File: src/rtl/mul_float_rr_arbiter.sv
`default_nettype none
// +--------------------------------------------------------------------------+
// | Module      : mul_float_rr_arbiter                                       |
// | Description : Round-robin front end that lets NUM_REQ requesters share   |
// |               one combinational single-precision multiplier. The        |
// |               winner's operands are steered to the multiplier and the    |
// |               product is captured, with the winner's index, into a       |
// |               one-entry output register.                                 |
// | Revision    : 1.0  initial release                                       |
// +--------------------------------------------------------------------------+
// | Ports                                                                    |
// |   clk         rising-edge clock                                          |
// |   rst_n       synchronous active-low reset                               |
// |   req_valid   per-requester operand valid                                |
// |   req_ready   per-requester accept, one-hot or zero (combinational)      |
// |   req_a/b     operands, requester i at bits [32*i+31:32*i]              |
// |   mul_a/b     operands to the shared multiplier (zero when no grant)     |
// |   mul_result  product returned by the multiplier (combinational)         |
// |   out_valid   output register holds a result                             |
// |   out_ready   downstream accepts the result                              |
// |   out_result  registered product                                         |
// |   out_id      index of the requester that produced out_result            |
// |   ops_count   completed output transactions, wraps at 2^32               |
// +--------------------------------------------------------------------------+

module mul_float_rr_arbiter #(
  parameter int NUM_REQ = 4,
  parameter int ID_W    = 2
) (
  input  logic                  clk,
  input  logic                  rst_n,
  input  logic [NUM_REQ-1:0]    req_valid,
  output logic [NUM_REQ-1:0]    req_ready,
  input  logic [NUM_REQ*32-1:0] req_a,
  input  logic [NUM_REQ*32-1:0] req_b,
  output logic [31:0]           mul_a,
  output logic [31:0]           mul_b,
  input  logic [31:0]           mul_result,
  output logic                  out_valid,
  input  logic                  out_ready,
  output logic [31:0]           out_result,
  output logic [ID_W-1:0]       out_id,
  output logic [31:0]           ops_count
);

  // One extra bit so ptr + offset never overflows before the modulo fold.
  localparam logic [ID_W:0]   c_num_req = (ID_W+1)'(NUM_REQ);
  localparam logic [ID_W-1:0] c_last_id = ID_W'(NUM_REQ - 1);

  logic                 r_out_valid;
  logic [31:0]          r_out_result;
  logic [ID_W-1:0]      r_out_id;
  logic [31:0]          r_ops_count;
  logic [ID_W-1:0]      r_ptr;

  logic                 w_slot_free;
  logic                 w_found;
  logic [ID_W-1:0]      w_gnt_idx;
  logic [ID_W:0]        w_cand;
  logic [NUM_REQ-1:0]   w_grant;
  logic                 w_xfer;
  logic                 w_drain;
  logic [ID_W-1:0]      w_ptr_next;
  logic [31:0]          w_mul_a;
  logic [31:0]          w_mul_b;

  // The register can take a new product if it is empty or is being drained
  // in this same cycle, which is what gives one product per clock.
  assign w_slot_free = !r_out_valid || out_ready;
  assign w_drain     = r_out_valid && out_ready;

  // Rotating priority search: first valid requester at or after r_ptr.
  always_comb begin
    w_found   = 1'b0;
    w_gnt_idx = '0;
    w_cand    = '0;
    for (int k = 0; k < NUM_REQ; k++) begin
      w_cand = {1'b0, r_ptr} + (ID_W+1)'(k);
      if (w_cand >= c_num_req) begin
        w_cand = w_cand - c_num_req;
      end
      if (!w_found && req_valid[w_cand[ID_W-1:0]]) begin
        w_found   = 1'b1;
        w_gnt_idx = w_cand[ID_W-1:0];
      end
    end
  end

  // Grant is suppressed during reset so nothing is accepted into a register
  // that is being cleared on the same edge.
  always_comb begin
    w_grant = '0;
    if (rst_n && w_slot_free && w_found) begin
      w_grant[w_gnt_idx] = 1'b1;
    end
  end

  // A grant is only ever raised on a valid requester, so any grant is a transfer.
  assign w_xfer = |w_grant;

  // AND-OR operand steering; zero when nothing is granted.
  always_comb begin
    w_mul_a = '0;
    w_mul_b = '0;
    for (int i = 0; i < NUM_REQ; i++) begin
      if (w_grant[i]) begin
        w_mul_a = req_a[32*i +: 32];
        w_mul_b = req_b[32*i +: 32];
      end
    end
  end

  assign w_ptr_next = (w_gnt_idx == c_last_id) ? '0 : w_gnt_idx + ID_W'(1);

  always_ff @(posedge clk) begin
    if (!rst_n) begin
      r_out_valid  <= 1'b0;
      r_out_result <= '0;
      r_out_id     <= '0;
      r_ops_count  <= '0;
      r_ptr        <= '0;
    end else begin
      if (w_drain) begin
        r_ops_count <= r_ops_count + 32'd1;
      end
      if (w_xfer) begin
        r_out_valid  <= 1'b1;
        r_out_result <= mul_result;
        r_out_id     <= w_gnt_idx;
        r_ptr        <= w_ptr_next;
      end else if (w_drain) begin
        // Result and id are left as-is; only the valid flag drops.
        r_out_valid <= 1'b0;
      end
    end
  end

  assign req_ready  = w_grant;
  assign mul_a      = w_mul_a;
  assign mul_b      = w_mul_b;
  assign out_valid  = r_out_valid;
  assign out_result = r_out_result;
  assign out_id     = r_out_id;
  assign ops_count  = r_ops_count;

endmodule

`default_nettype wire
File: config.mk
export PLATFORM = sky130hd
export DESIGN_NAME = mul_float_rr_arbiter
export DESIGN_NICKNAME = d
export VERILOG_FILES = /design/src/rtl/mul_float_rr_arbiter.sv
export SDC_FILE = /design/constraint.sdc
export NUM_CORES = 1
export LEC_CHECK = 0
export CAP_MARGIN = 20
export CORE_AREA = 3 3 166 168
export DETAILED_ROUTE_END_ITERATION = 12
export DIE_AREA = 0 0 169 171
export PLACE_DENSITY = 0.52
export SLEW_MARGIN = 20
export SYNTH_ARGS = -nofsm -noshare
export SYNTH_HDL_FRONTEND = slang
export SYNTH_SLANG_ARGS = --single-unit
File: constraint.sdc
create_clock -name clk -period 3 [get_ports clk]
set_clock_uncertainty 0.2 [all_clocks]
set_input_delay 0.6 -clock clk [delete_from_list [all_inputs] [get_ports clk]]
set_output_delay 0.6 -clock clk [all_outputs]
set_load 0.01 [all_outputs]
==> summary.log, run 1 <==
qor: cells_and_area.layout.filler_cells 2,553
qor: detailed_routing.vias_per_cell 4.95
qor: logic_synthesis.synthCells 677
qor: detailed_routing.drt_pass1_iterations 5
qor: critical_path.worstSetupPathDepth 16
qor: critical_path.crit_path_cell_trace buf_6, buf_6, mux2i_2, nor2_2, nor3_4, inv_2, ha_4, nor2b_4, buf_6, buf_12, buf_8, buf_6, a221o_1, o211ai_1, a21oi_2, buf_2
qor: cts.cts_buffers 9
qor: cells_and_area.fin_nets 1,472
qor: logic_synthesis.syn_area 4970 um^2
qor: global_route.grt_pass1_vias 7,463
qor: logic_synthesis.synth.yosys.seq_area_share 0.278
qor: logic_synthesis.synth_nets 977
qor: critical_path.worst_r2r_startpoint r_ptr[1]
qor: outcome.run_status complete, but fails checks
qor: cells_and_area.layout_common_cells sky130_fd_sc_hd__clkdlybuf4s50_1, sky130_fd_sc_hd__nand2_1, sky130_fd_sc_hd__dfxtp_1
qor: critical_path.setup.worst_path.class input port to primary output
qor: cts.clock_tree.buffer_depth 2
qor: worst_hold_path.worstHoldPathCells 2
qor: floorplanning.floorplan.initialDensity 0.191
qor: critical_path.worstReg2RegEnd out_result[6]
qor: worst_hold_path.worstHoldPathType register to register
qor: cts.cts_tree yes
qor: detailed_routing.dr_wl_met2 17,400 um
qor: logic_synthesis.syn-mean-instance-area 7.34 um^2
qor: place.dp_cells 1,431
qor: timing.worst_pin_slew 0.800 ns
qor: logic_synthesis.ys_ff_latch 69
qor: critical_path.critPathTopFamily buffers and inverters
qor: detailed_routing.m1WireLength 13,000 um
qor: worst_hold_path.hold_start out_result[30]
qor: timing.max_clock_freq 289 MHz
qor: detailed_routing.detail_route.wl_per_cell 22.4 um
qor: floorplanning.core_area 26,100 um^2
qor: floorplanning.die-width 169 um
qor: critical_path.path_max_fanout 5
qor: global_route.groute.usage.overall 0.219
qor: critical_path.ff2ff_path_depth 14
qor: cells_and_area.stdcell_count 1,517
qor: cells_and_area.utilization 0.450
qor: cts.clock_sinks 69
qor: place.place.detailed.hpwl 23,700 um
qor: cells_and_area.layout.cell_area.non_filler 11,700 um^2
qor: detailed_routing.top_layer met4
qor: critical_path.data_arrival_critical_path 2.66 ns
qor: timing.timing_max_transition_violations_final 0
qor: timing.timing.final.hold_violations 0
qor: timing.setup-violations-final 64
qor: critical_path.cp_slowest_stage_delay 0.29 ns
qor: power_and_ir_drop.power.ir.vdd_worst 300 uV
qor: place.gp_congestion 0.900
qor: global_route.grt_overflow 0
qor: floorplanning.boundaryPins 430
qor: place.placed_area 10,300 um^2
qor: timing.fin_setup_tns -22.03 ns
qor: outcome.violations negative setup slack
qor: cts.cts.reportedPaths.clkPinSlew 0.05 ns
qor: timing.final.period_utilization 1.15
qor: floorplanning.overall_die_area 28,900 um^2
qor: cts.ctsRootBufferMaster sky130_fd_sc_hd__clkbuf_16
qor: detailed_routing.via_count 7,516
qor: logic_synthesis.synth_cell_type_count 45
qor: logic_synthesis.synth-warning-count 0
qor: detailed_routing.wl_met3 2410 um
qor: global_route.antenna_violations_before_repair 5
qor: cells_and_area.multiInputGateArea 3650 um^2
qor: global_route.grt_pass1_wl 48,400 um
qor: critical_path.reg2reg_setup_slack 0.07 ns
qor: logic_synthesis.postSynth.topFlopCell sky130_fd_sc_hd__dfxtp_1
qor: timing.setup_repair_after_global_routing_missed_its_margin true
qor: logic_synthesis.async_set_or_reset_register_ratio_after_synthesis 0
qor: critical_path.setup.worst_path.start_class input port
qor: run.max-cap-violations 0
qor: critical_path.worst_ep_required_time 2.20 ns
qor: critical_path.cp-end-kind primary output
qor: critical_path.crit_path_frequent_cell sky130_fd_sc_hd__buf_6
qor: cells_and_area.layout-drive-gt1-share 0.266
qor: timing.setup_slack -0.463 ns
qor: floorplanning.fp.dieH 171 um
qor: place.buffer_ports.inserted 429
qor: cts.cts_htree_levels 3
qor: critical_path.crit_path_buffers_inverters 8
qor: detailed_routing.detail-route-antenna-nets 0
qor: timing.timing.slew.headroom 0.466
qor: timing.finalWorstPathRequiredPeriod 3.46 ns
qor: power_and_ir_drop.p_leak 4.33 nW
qor: detailed_routing.drc 0
qor: cells_and_area.mostFrequentLayoutCell sky130_fd_sc_hd__clkdlybuf4s50_1
qor: cts.worst_skew_pair.late_latency 0.33 ns
qor: global_route.grt_max_degree 67
qor: critical_path.highest_delay_cell_along_the_critical_path sky130_fd_sc_hd__a221o_1
qor: detailed_routing.totalWireLength 33,900 um
qor: worst_hold_path.min_delay_worst_endpoint out_result[30]
qor: cells_and_area.seqCellArea 1390 um^2
qor: cells_and_area.flow.area_growth_from_synthesis 136%
qor: floorplanning.placement_rows 59
qor: power_and_ir_drop.powerDensity 466 nW/um^2
qor: logic_synthesis.synth_enable_flop_cells 0
qor: detailed_routing.detailedRoute.firstIterationViolations 368
==> power by group <==
group / leakage, nW / total, mW / internal (mW) / switching [mW]
Combinational: 3.60 / 3.18 / 1.78 / 1.40
Sequential: 0.562 / 1.01 / 0.975 / 0.0328
Clock: 0.172 / 1.27 / 0.859 / 0.414
==> sequential cells by signal, indices dropped and copies added, names as in the netlist <==
signal	cells
ops_count	32
out_id	2
out_result	32
out_valid	1
r_ptr	2
==> cells in the mapped netlist (11+ instances only) <==
library cell	number	area share
sky130_fd_sc_hd__dfxtp_1	69	0.28
sky130_fd_sc_hd__o211ai_1	64	0.097
sky130_fd_sc_hd__a21oi_1	117	0.12
sky130_fd_sc_hd__nor2_1	18	0.014
sky130_fd_sc_hd__nand3_1	11	0.011
sky130_fd_sc_hd__inv_1	13	0.0098
sky130_fd_sc_hd__clkbuf_1	46	0.035
sky130_fd_sc_hd__a221o_1	64	0.13
sky130_fd_sc_hd__nand2_1	144	0.11
==> final cells by class <==
type | count | share of cell area
Antenna cell | 5 | 0.00107
Clock buffer | 11 | 0.0216
Clock inverter | 5 | 0.00908
Inverter | 13 | 0.00609
Multi-Input combinational cell | 526 | 0.311
Sequential cell | 69 | 0.118
Tap cell | 335 | 0.0358
Timing Repair Buffer | 552 | 0.496
Timing Repair inverter | 1 | 0.000534
==> kinds of logic (layout without fill, tap and decap cells) <==
kind of cell               after synthesis  count (layout)  share of synthesized area
DFF                                     69              69                      0.278
AOI/OAI and AO/OA                      271             271                      0.381
and+or+nand+nor                        237             237                      0.234
muxes                                    3               3                    0.00604
adders and majority gates                5               5                     0.0126
other                                    0               5                          0
buffers and inverters                   82             582                     0.0710
xor gates and xnor gates                10              10                     0.0176
==> worst max path at each step <==
stage / startpoint / endpoint
global route: r_ptr[1] / mul_a[6]
global placement: req_valid[2] / mul_b[27]
CTS: req_valid[0] / mul_b[10]
floorplan: req_valid[2] / mul_a[22]
finish: req_valid[0] / mul_a[7]
detailed placement: req_valid[2] / mul_a[5]
==> worst min-delay path, stage by stage (launching register included) <==
cell and delay [ns]:
sky130_fd_sc_hd__dfxtp_1 0.30, sky130_fd_sc_hd__nand2_1 0.05, sky130_fd_sc_hd__a21oi_1 0.05
==> metal layers <==
metal / GRT usage / vias up
li1: - / 3576
met1: 0.251 / 3555
met2: 0.395 / 328
met3: 0.0511 / 57
met4: 0.0843 / 0
met5: 0 / -
==> timing repair <==
item / 4_1_cts / 5_1_grt
gates resized for setup: 372 / 40
pin swaps: 77 / 50
hold buffers: 0 / 0
gates cloned: 20 / 3
setup buffers: 39 / 13
endpoints found under the setup margin: 105 / 105
==> per-stage QoR <==
stage	power (mW)	setup slack, ns	hold slack, ns
4_1_cts	5.38	-0.546	0.253
3_5_place_dp	3.58	-1.29	0.247
3_3_place_gp	3.57	-1.26	0.241
2_1_floorplan	2.25	0.00169	0.269
5_1_grt	5.73	-0.569	0.270
6_report	5.46	-0.463	0.253
Note: power is estimated with default switching activity, not from simulation.
==> inputs of run 2 (changes only) <==
CELL_PAD_IN_SITES_DETAIL_PLACEMENT = 0   (was default)
CELL_PAD_IN_SITES_GLOBAL_PLACEMENT = 1   (was default)
CORE_AREA = default   (was 3 3 166 168)
CORE_MARGIN = 3   (was default)
CORE_UTILIZATION = 19   (was default)
DIE_AREA = default   (was 0 0 169 171)
PLACE_DENSITY = 0.77   (was 0.52)
RECOVER_POWER = 25   (was default)
SKIP_LAST_GASP = 1   (was default)
==> summary.log, run 2 (synthesized netlist as in run 1, its figures left out) <==
qor: power_and_ir_drop.post-layout-total-power 4.99 mW [-8.7%]
qor: critical_path.worst_r2r_startpoint r_ptr[1]
qor: floorplanning.boundaryPins 430 [unchanged]
qor: cells_and_area.fin_nets 1,444 [-1.9%]
qor: timing.worst_pin_slew 1.47 ns [+0.672 ns]
qor: global_route.grt_max_degree 67 [unchanged]
qor: cells_and_area.layout.filler_cells 2,532 [-0.82%]
qor: detailed_routing.drt_pass1_iterations 4 [-1]
qor: floorplanning.die-width 168 um [-0.75%]
qor: critical_path.worstReg2RegEnd out_result[28]
qor: power_and_ir_drop.powerDensity 453 nW/um^2 [-2.8%]
qor: critical_path.cp-end-kind primary output
qor: timing.timing_max_transition_violations_final 0 [unchanged]
qor: detailed_routing.detail_route.wl_per_cell 21.5 um [-3.8%]
qor: cells_and_area.mostFrequentLayoutCell sky130_fd_sc_hd__clkdlybuf4s50_1
qor: place.place.detailed.hpwl 24,800 um [+4.6%]
qor: timing.setup_repair_after_global_routing_missed_its_margin true
qor: timing.timing.final.hold_violations 0 [unchanged]
qor: floorplanning.placement_rows 58 [-1.7%]
qor: global_route.antenna_violations_before_repair 7 [+2]
qor: cells_and_area.layout-drive-gt1-share 0.244 [-0.0222]
qor: critical_path.setup.worst_path.start_class register
qor: critical_path.crit_path_buffers_inverters 4 [-4]
qor: timing.max_clock_freq 293 MHz [+1.5%]
qor: critical_path.cp_slowest_stage_delay 0.37 ns [+0.08 ns]
qor: timing.final.period_utilization 1.14 [-0.0172]
qor: detailed_routing.totalWireLength 32,000 um [-5.7%]
qor: detailed_routing.detail-route-antenna-nets 0 [unchanged]
qor: cts.cts_tree yes
qor: worst_hold_path.hold_start out_result[24]
qor: floorplanning.core_area 25,500 um^2 [-2.3%]
qor: global_route.grt_pass1_vias 7,371 [-1.2%]
qor: floorplanning.floorplan.initialDensity 0.195 [+0.00439]
qor: power_and_ir_drop.p_leak 4.08 nW [-5.8%]
qor: critical_path.worst_ep_required_time 2.20 ns [about the same]
qor: place.buffer_ports.inserted 429 [unchanged]
qor: floorplanning.fp.dieH 168 um [-1.9%]
qor: timing.hold_ws 0.247 ns [-0.00573 ns]
qor: cells_and_area.multiInputGateArea 3600 um^2 [-1.2%]
qor: global_route.grt_overflow 0 [unchanged]
qor: cts.cts_buffers 9 [unchanged]
qor: worst_hold_path.min_delay_worst_endpoint out_result[24]
qor: cells_and_area.layout_common_cells sky130_fd_sc_hd__clkdlybuf4s50_1, sky130_fd_sc_hd__nand2_1, sky130_fd_sc_hd__dfxtp_1
qor: cts.clock_tree.buffer_depth 2 [unchanged]
qor: critical_path.reg2reg_setup_slack 0.14 ns [+0.07 ns]
qor: critical_path.highest_delay_cell_along_the_critical_path sky130_fd_sc_hd__dfxtp_4
qor: detailed_routing.via_count 7,252 [-3.5%]
qor: worst_hold_path.worstHoldPathCells 2 [unchanged]
qor: detailed_routing.drc 0 [unchanged]
qor: critical_path.setup.worst_path.class register to primary output
qor: timing.setup-violations-final 104 [+63%]
qor: cts.ctsRootBufferMaster sky130_fd_sc_hd__clkbuf_16
qor: cts.cts_htree_levels 3 [unchanged]
qor: cells_and_area.seqCellArea 1390 um^2 [unchanged]
qor: cts.cts_hold_repair.buffers 0 [unchanged]
qor: cells_and_area.flow.area_growth_from_synthesis 121%
qor: outcome.run_status complete, but fails checks
qor: detailed_routing.vias_per_cell 4.88 [-1.6%]
qor: cts.clock_sinks 69 [unchanged]
qor: outcome.violations negative setup slack
qor: run.max-cap-violations 0 [unchanged]
qor: worst_hold_path.worstHoldPathType register to register
qor: cts.cts.reportedPaths.clkPinSlew 0.06 ns [about the same]
qor: floorplanning.overall_die_area 28,100 um^2 [-2.6%]
qor: power_and_ir_drop.power.ir.vdd_worst 344 uV [+15%]
qor: global_route.groute.usage.overall 0.213 [-0.00624]
qor: timing.finalWorstPathRequiredPeriod 3.41 ns [-0.0517 ns]
qor: place.gp_congestion 0.966 [+7.3%]
qor: critical_path.critPathTopFamily compound AO/OA/AOI/OAI gates
qor: critical_path.crit_path_cell_trace mux2i_2, nor2_2, nor3_2, inv_2, ha_4, nor2b_4, buf_6, buf_12, a221o_1, o211ai_1, a21oi_2, buf_2
qor: detailed_routing.detailedRoute.firstIterationViolations 328 [-11%]
qor: cts.worst_skew_pair.late_latency 0.34 ns [about the same]
qor: global_route.grt_pass1_wl 46,200 um [-4.6%]
qor: timing.setup_slack -0.412 ns [+0.0517 ns]
qor: critical_path.path_max_fanout 7 [+2]
qor: critical_path.data_arrival_critical_path 2.61 ns [-0.05 ns]
qor: timing.timing.slew.headroom 0.0185 [-0.448]
qor: critical_path.ff2ff_path_depth 13 [-1]
## run 2: worst max path at each step
| stage | slack [ns] | from | depth (start not counted) | end |
|---|---|---|---|---|
| final | -0.41 | r_ptr[1] | 12 | mul_b[11] |
| after global routing | -0.55 | r_ptr[1] | 12 | mul_b[11] |
| after CTS | -0.39 | r_ptr[1] | 12 | mul_b[11] |
| after global placement | -1.25 | req_valid[2] | 12 | mul_a[18] |
| after detailed placement | -1.26 | req_valid[0] | 12 | mul_a[18] |
| after floorplan | 0.002 | req_valid[2] | 10 | mul_a[22] |
## run 2: power breakdown
part           switching (mW)  internal, mW  leakage, nW
Clock                   0.434         0.736        0.154
Combinational            1.29          1.52         3.36
Sequential             0.0301         0.975        0.562
Total                    1.75          3.23         4.08
## run 2: final cells by class
type / instances / share of cell area
timing repair buffer: 525 / 0.473
multi-input combinational: 526 / 0.328
sequential: 69 / 0.126
tap: 330 / 0.0375
clock buffer: 10 / 0.0208
clock inverter: 6 / 0.00853
inverter: 13 / 0.00512
antenna: 8 / 0.00182
## run 2: through the flow
step                      setup slack, ns  TNS, ns  cells  cell area [um^2]  utilization
after global placement              -1.25  -100.27   1438             10500        0.411
after detailed placement            -1.26  -102.58   1438             10500        0.411
final                              -0.412   -30.89   1487             11000        0.432
after global routing               -0.552   -46.70   1486             11000        0.432
after CTS                          -0.390   -18.51   1469             10800        0.424
after floorplan                   0.00169        0    677              5270            -
## run 2: routing by layer
layer	track usage	share of wire	vias to the layer above
li1	-	-	3509
met1	0.243	0.39	3409
met2	0.378	0.51	275
met3	0.0555	0.069	57
met4	0.0840	0.033	2
met5	0	0.00022	-
## run 2: worst register-to-register path: cells and delay by family (launching register included)
family          cells  cell delay [ns]
compound gates      2             0.13
fa+ha+maj           1             0.21
buf+inv             5             0.80
flops               1             0.36
simple gates        5             0.97
## run 2: repair_timing
item	in CTS	in global routing
gates cloned	4	3
endpoints found under the setup margin	105	92
pin swaps	57	55
gates resized for setup	319	24
setup buffers	11	9
==> inputs of run 3 (changes only) <==
ABC_AREA = 1   (was default)
CORE_UTILIZATION = 21   (was 19)
==> summary.log, run 3 <==
qor: global_route.grt_max_degree 64 [-4.5%]
qor: logic_synthesis.postSynth.topFlopCell sky130_fd_sc_hd__dfxtp_1
qor: floorplanning.placement_rows 66 [+14%]
qor: logic_synthesis.synth_cell_type_count 32 [-29%]
qor: cts.cts_hold_repair.buffers 0 [unchanged]
qor: cts.cts_buffers 9 [unchanged]
qor: power_and_ir_drop.p_leak 7.51 nW [+84%]
qor: logic_synthesis.library_cell_with_the_largest_summed_area_after_synthesis sky130_fd_sc_hd__nand2_1
qor: cells_and_area.layout_common_cells sky130_fd_sc_hd__nand2_1, sky130_fd_sc_hd__clkdlybuf4s50_1, sky130_fd_sc_hd__inv_1
qor: logic_synthesis.async_set_or_reset_register_ratio_after_synthesis 0 [unchanged]
qor: timing.setup-violations-final 103 [-0.96%]
qor: cts.clock_sinks 69 [unchanged]
qor: critical_path.highest_delay_cell_along_the_critical_path sky130_fd_sc_hd__dfxtp_4
qor: timing.setup_slack -0.610 ns [-0.199 ns]
qor: floorplanning.fp.dieH 189 um [+12%]
qor: global_route.grt_pass1_vias 10,300 [+39%]
qor: power_and_ir_drop.power.ir.vdd_worst 739 uV [+110%]
qor: cts.cts_tree yes
qor: timing.final.period_utilization 1.20 [+0.0662]
qor: critical_path.reg2reg_setup_slack -0.14 ns [-0.28 ns]
qor: place.gp_congestion 0.910 [-5.8%]
qor: timing.worst_pin_slew 0.594 ns [-0.879 ns]
qor: detailed_routing.via_count 10,500 [+44%]
qor: cts.cts.reportedPaths.clkPinSlew 0.06 ns [about the same]
qor: outcome.run_status complete, but fails checks
qor: cts.clock_tree.buffer_depth 2 [unchanged]
qor: detailed_routing.detail-route-antenna-nets 0 [unchanged]
qor: cells_and_area.layout.filler_cells 3,262 [+29%]
qor: timing.timing_max_transition_violations_final 0 [unchanged]
qor: global_route.antenna_violations_before_repair 6 [-1]
qor: worst_hold_path.min_delay_worst_endpoint ops_count[31]
qor: worst_hold_path.worstHoldPathType register to register
qor: cts.cts_htree_levels 3 [unchanged]
qor: cells_and_area.layout-drive-gt1-share 0.295 [+0.0509]
qor: timing.max_clock_freq 277 MHz [-5.5%]
qor: floorplanning.die-width 189 um [+12%]
qor: timing.finalWorstPathRequiredPeriod 3.61 ns [+0.199 ns]
qor: logic_synthesis.synth_nets 1,666 [+71%]
qor: logic_synthesis.synth.top_cells.by_area sky130_fd_sc_hd__nand2_1, sky130_fd_sc_hd__dfxtp_1, sky130_fd_sc_hd__inv_1
qor: critical_path.cp-end-kind primary output
qor: worst_hold_path.worstHoldPathCells 2 [unchanged]
qor: cells_and_area.flow.area_growth_from_synthesis 119%
qor: logic_synthesis.synth.yosys.seq_area_share 0.197 [-0.0806]
qor: cells_and_area.utilization 0.469 [+0.0366]
qor: logic_synthesis.synthCells 1,366 [+100%]
qor: cells_and_area.multiInputGateArea 5500 um^2 [+53%]
qor: cells_and_area.mostFrequentLayoutCell sky130_fd_sc_hd__nand2_1
qor: global_route.groute.usage.overall 0.217 [+0.00464]
qor: run.max-cap-violations 0 [unchanged]
qor: logic_synthesis.ys_ff_latch 69 [unchanged]
qor: critical_path.crit_path_frequent_cell sky130_fd_sc_hd__nand2_2
qor: cells_and_area.seqCellArea 1390 um^2 [+0.18%]
qor: logic_synthesis.synth_enable_flop_cells 0 [unchanged]
qor: critical_path.ff2ff_path_depth 22 [+9]
qor: critical_path.crit_path_cell_trace buf_6, nand2_2, nand2_2, nand2_4, nand2_4, nor2_4, nand2_2, nand3_2, nand3_4, buf_6, ha_4, inv_2, nor2_4, buf_6, inv_12, buf_12, buf_12, nand3_2, nand2_2, nand2_2, buf_6
qor: logic_synthesis.yosysTopAreaCellShare 0.278 [about the same]
qor: cts.worst_skew_pair.late_latency 0.34 ns [about the same]
qor: floorplanning.core_area 32,700 um^2 [+28%]
qor: critical_path.path_max_fanout 8 [+1]
qor: detailed_routing.drt_pass1_iterations 5 [+1]
qor: floorplanning.boundaryPins 430 [unchanged]
qor: place.place.detailed.hpwl 29,500 um [+19%]
qor: timing.setup_repair_after_global_routing_missed_its_margin true
qor: power_and_ir_drop.post-layout-total-power 15.1 mW [+200%]
qor: global_route.grt_pass1_wl 60,700 um [+31%]
qor: critical_path.worst_ep_required_time 2.20 ns [about the same]
qor: cts.ctsRootBufferMaster sky130_fd_sc_hd__clkbuf_16
qor: logic_synthesis.post_synth_most_frequent_cells sky130_fd_sc_hd__nand2_1, sky130_fd_sc_hd__inv_1, sky130_fd_sc_hd__nor2_1
qor: detailed_routing.detailedRoute.firstIterationViolations 396 [+21%]
qor: floorplanning.floorplan.initialDensity 0.214 [+0.0189]
qor: detailed_routing.detail_route.wl_per_cell 17.5 um [-18%]
qor: timing.timing.final.hold_violations 0 [unchanged]
qor: critical_path.worstReg2RegEnd out_result[24]
qor: place.buffer_ports.inserted 429 [unchanged]
qor: critical_path.setup.worst_path.start_class register
qor: logic_synthesis.syn-mean-instance-area 5.12 um^2 [-30%]
qor: worst_hold_path.hold_start ops_count[31]
qor: logic_synthesis.top_count_cell_post_synth sky130_fd_sc_hd__nand2_1
qor: cells_and_area.fin_nets 2,196 [+52%]
qor: power_and_ir_drop.powerDensity 987 nW/um^2 [+120%]
qor: logic_synthesis.synth-warning-count 0 [unchanged]
qor: outcome.violations negative setup slack
qor: detailed_routing.drc 0 [unchanged]
qor: critical_path.setup.worst_path.class register to primary output
qor: timing.timing.slew.headroom 0.604 [+0.586]
qor: detailed_routing.totalWireLength 41,200 um [+29%]
qor: detailed_routing.vias_per_cell 4.46 [-8.5%]
qor: logic_synthesis.syn_area 7000 um^2 [+41%]
qor: critical_path.cp_slowest_stage_delay 0.36 ns [about the same]
qor: critical_path.data_arrival_critical_path 2.81 ns [+0.20 ns]
qor: critical_path.worst_r2r_startpoint r_ptr[0]
qor: global_route.grt_overflow 0 [unchanged]
qor: floorplanning.overall_die_area 35,500 um^2 [+26%]
run 3: worst max path at each step:
stage | from | to | slack, ns
2_1_floorplan | req_valid[1] | mul_a[23] | -0.02
3_3_place_gp | req_valid[3] | mul_b[1] | -1.26
3_5_place_dp | req_valid[3] | mul_b[1] | -1.30
4_1_cts | r_ptr[0] | mul_a[18] | -0.68
5_1_grt | r_ptr[0] | mul_b[26] | -0.74
6_report | r_ptr[0] | mul_b[26] | -0.61
run 3: what timing repair did:
action / 4_1_cts / 5_1_grt
resized for setup: 506 / 220
endpoints found under the hold margin: 0 / 0
gates cloned: 18 / 3
buffers inserted: 55 / 16
setup endpoints to repair: 105 / 105
pin swaps: 96 / 132
run 3: worst max-delay path: cells and delay by family, from the launching register on:
kind          cells  cell delay (ns)
fa+ha+maj         1             0.15
buf+inv           8             0.97
flops             1             0.36
simple gates     12             0.97
run 3: final cells by class:
type	instances	area share
clock buffer	12	0.0174
sequential	69	0.0906
clock inverter	4	0.00204
timing repair buffer	599	0.431
multi-input combinational	970	0.359
antenna	4	0.000653
tap	442	0.0361
inverter	247	0.0631
run 3: metal layers:
layer | up-vias | track usage | share of wire
li1 | 5214 | - | -
met1 | 4822 | 0.260 | 0.40
met2 | 381 | 0.384 | 0.50
met3 | 52 | 0.0567 | 0.082
met4 | 4 | 0.0587 | 0.022
met5 | - | 0 | 0.00056
run 3: power breakdown:
part	internal (mW)	switching [mW]	total (mW)
logic	6.61	6.28	12.9
registers	1.10	0.0951	1.20
clock network	0.629	0.420	1.05
total	8.34	6.79	15.1
run 3: kinds of logic (layout without fill, tap and decap cells):
kind of cell / Yosys count / in the layout / share of synthesized area
AND/OR/NAND/NOR: 919 / 919 / 0.563
buffers and inverters: 327 / 862 / 0.191
flip-flops: 69 / 69 / 0.197
AO/OA/AOI/OAI: 39 / 39 / 0.0304
XOR/XNOR: 7 / 7 / 0.00876
adder cells (fa/ha/maj): 5 / 5 / 0.00894
other: 0 / 4 / 0
run 3: stage by stage:
stage          hold WS [ns]  setup TNS [ns]  worst slack, ns  instance area (um^2)  instances
2_1_floorplan         0.296          -0.346          -0.0159                  7460       1366
3_3_place_gp          0.271         -102.33            -1.26                 12700       2247
3_5_place_dp          0.279         -105.66            -1.30                 12700       2247
4_1_cts               0.296          -41.26           -0.682                 14600       2334
5_1_grt               0.324          -54.31           -0.743                 15300       2346
6_report              0.293          -38.63           -0.610                 15300       2347
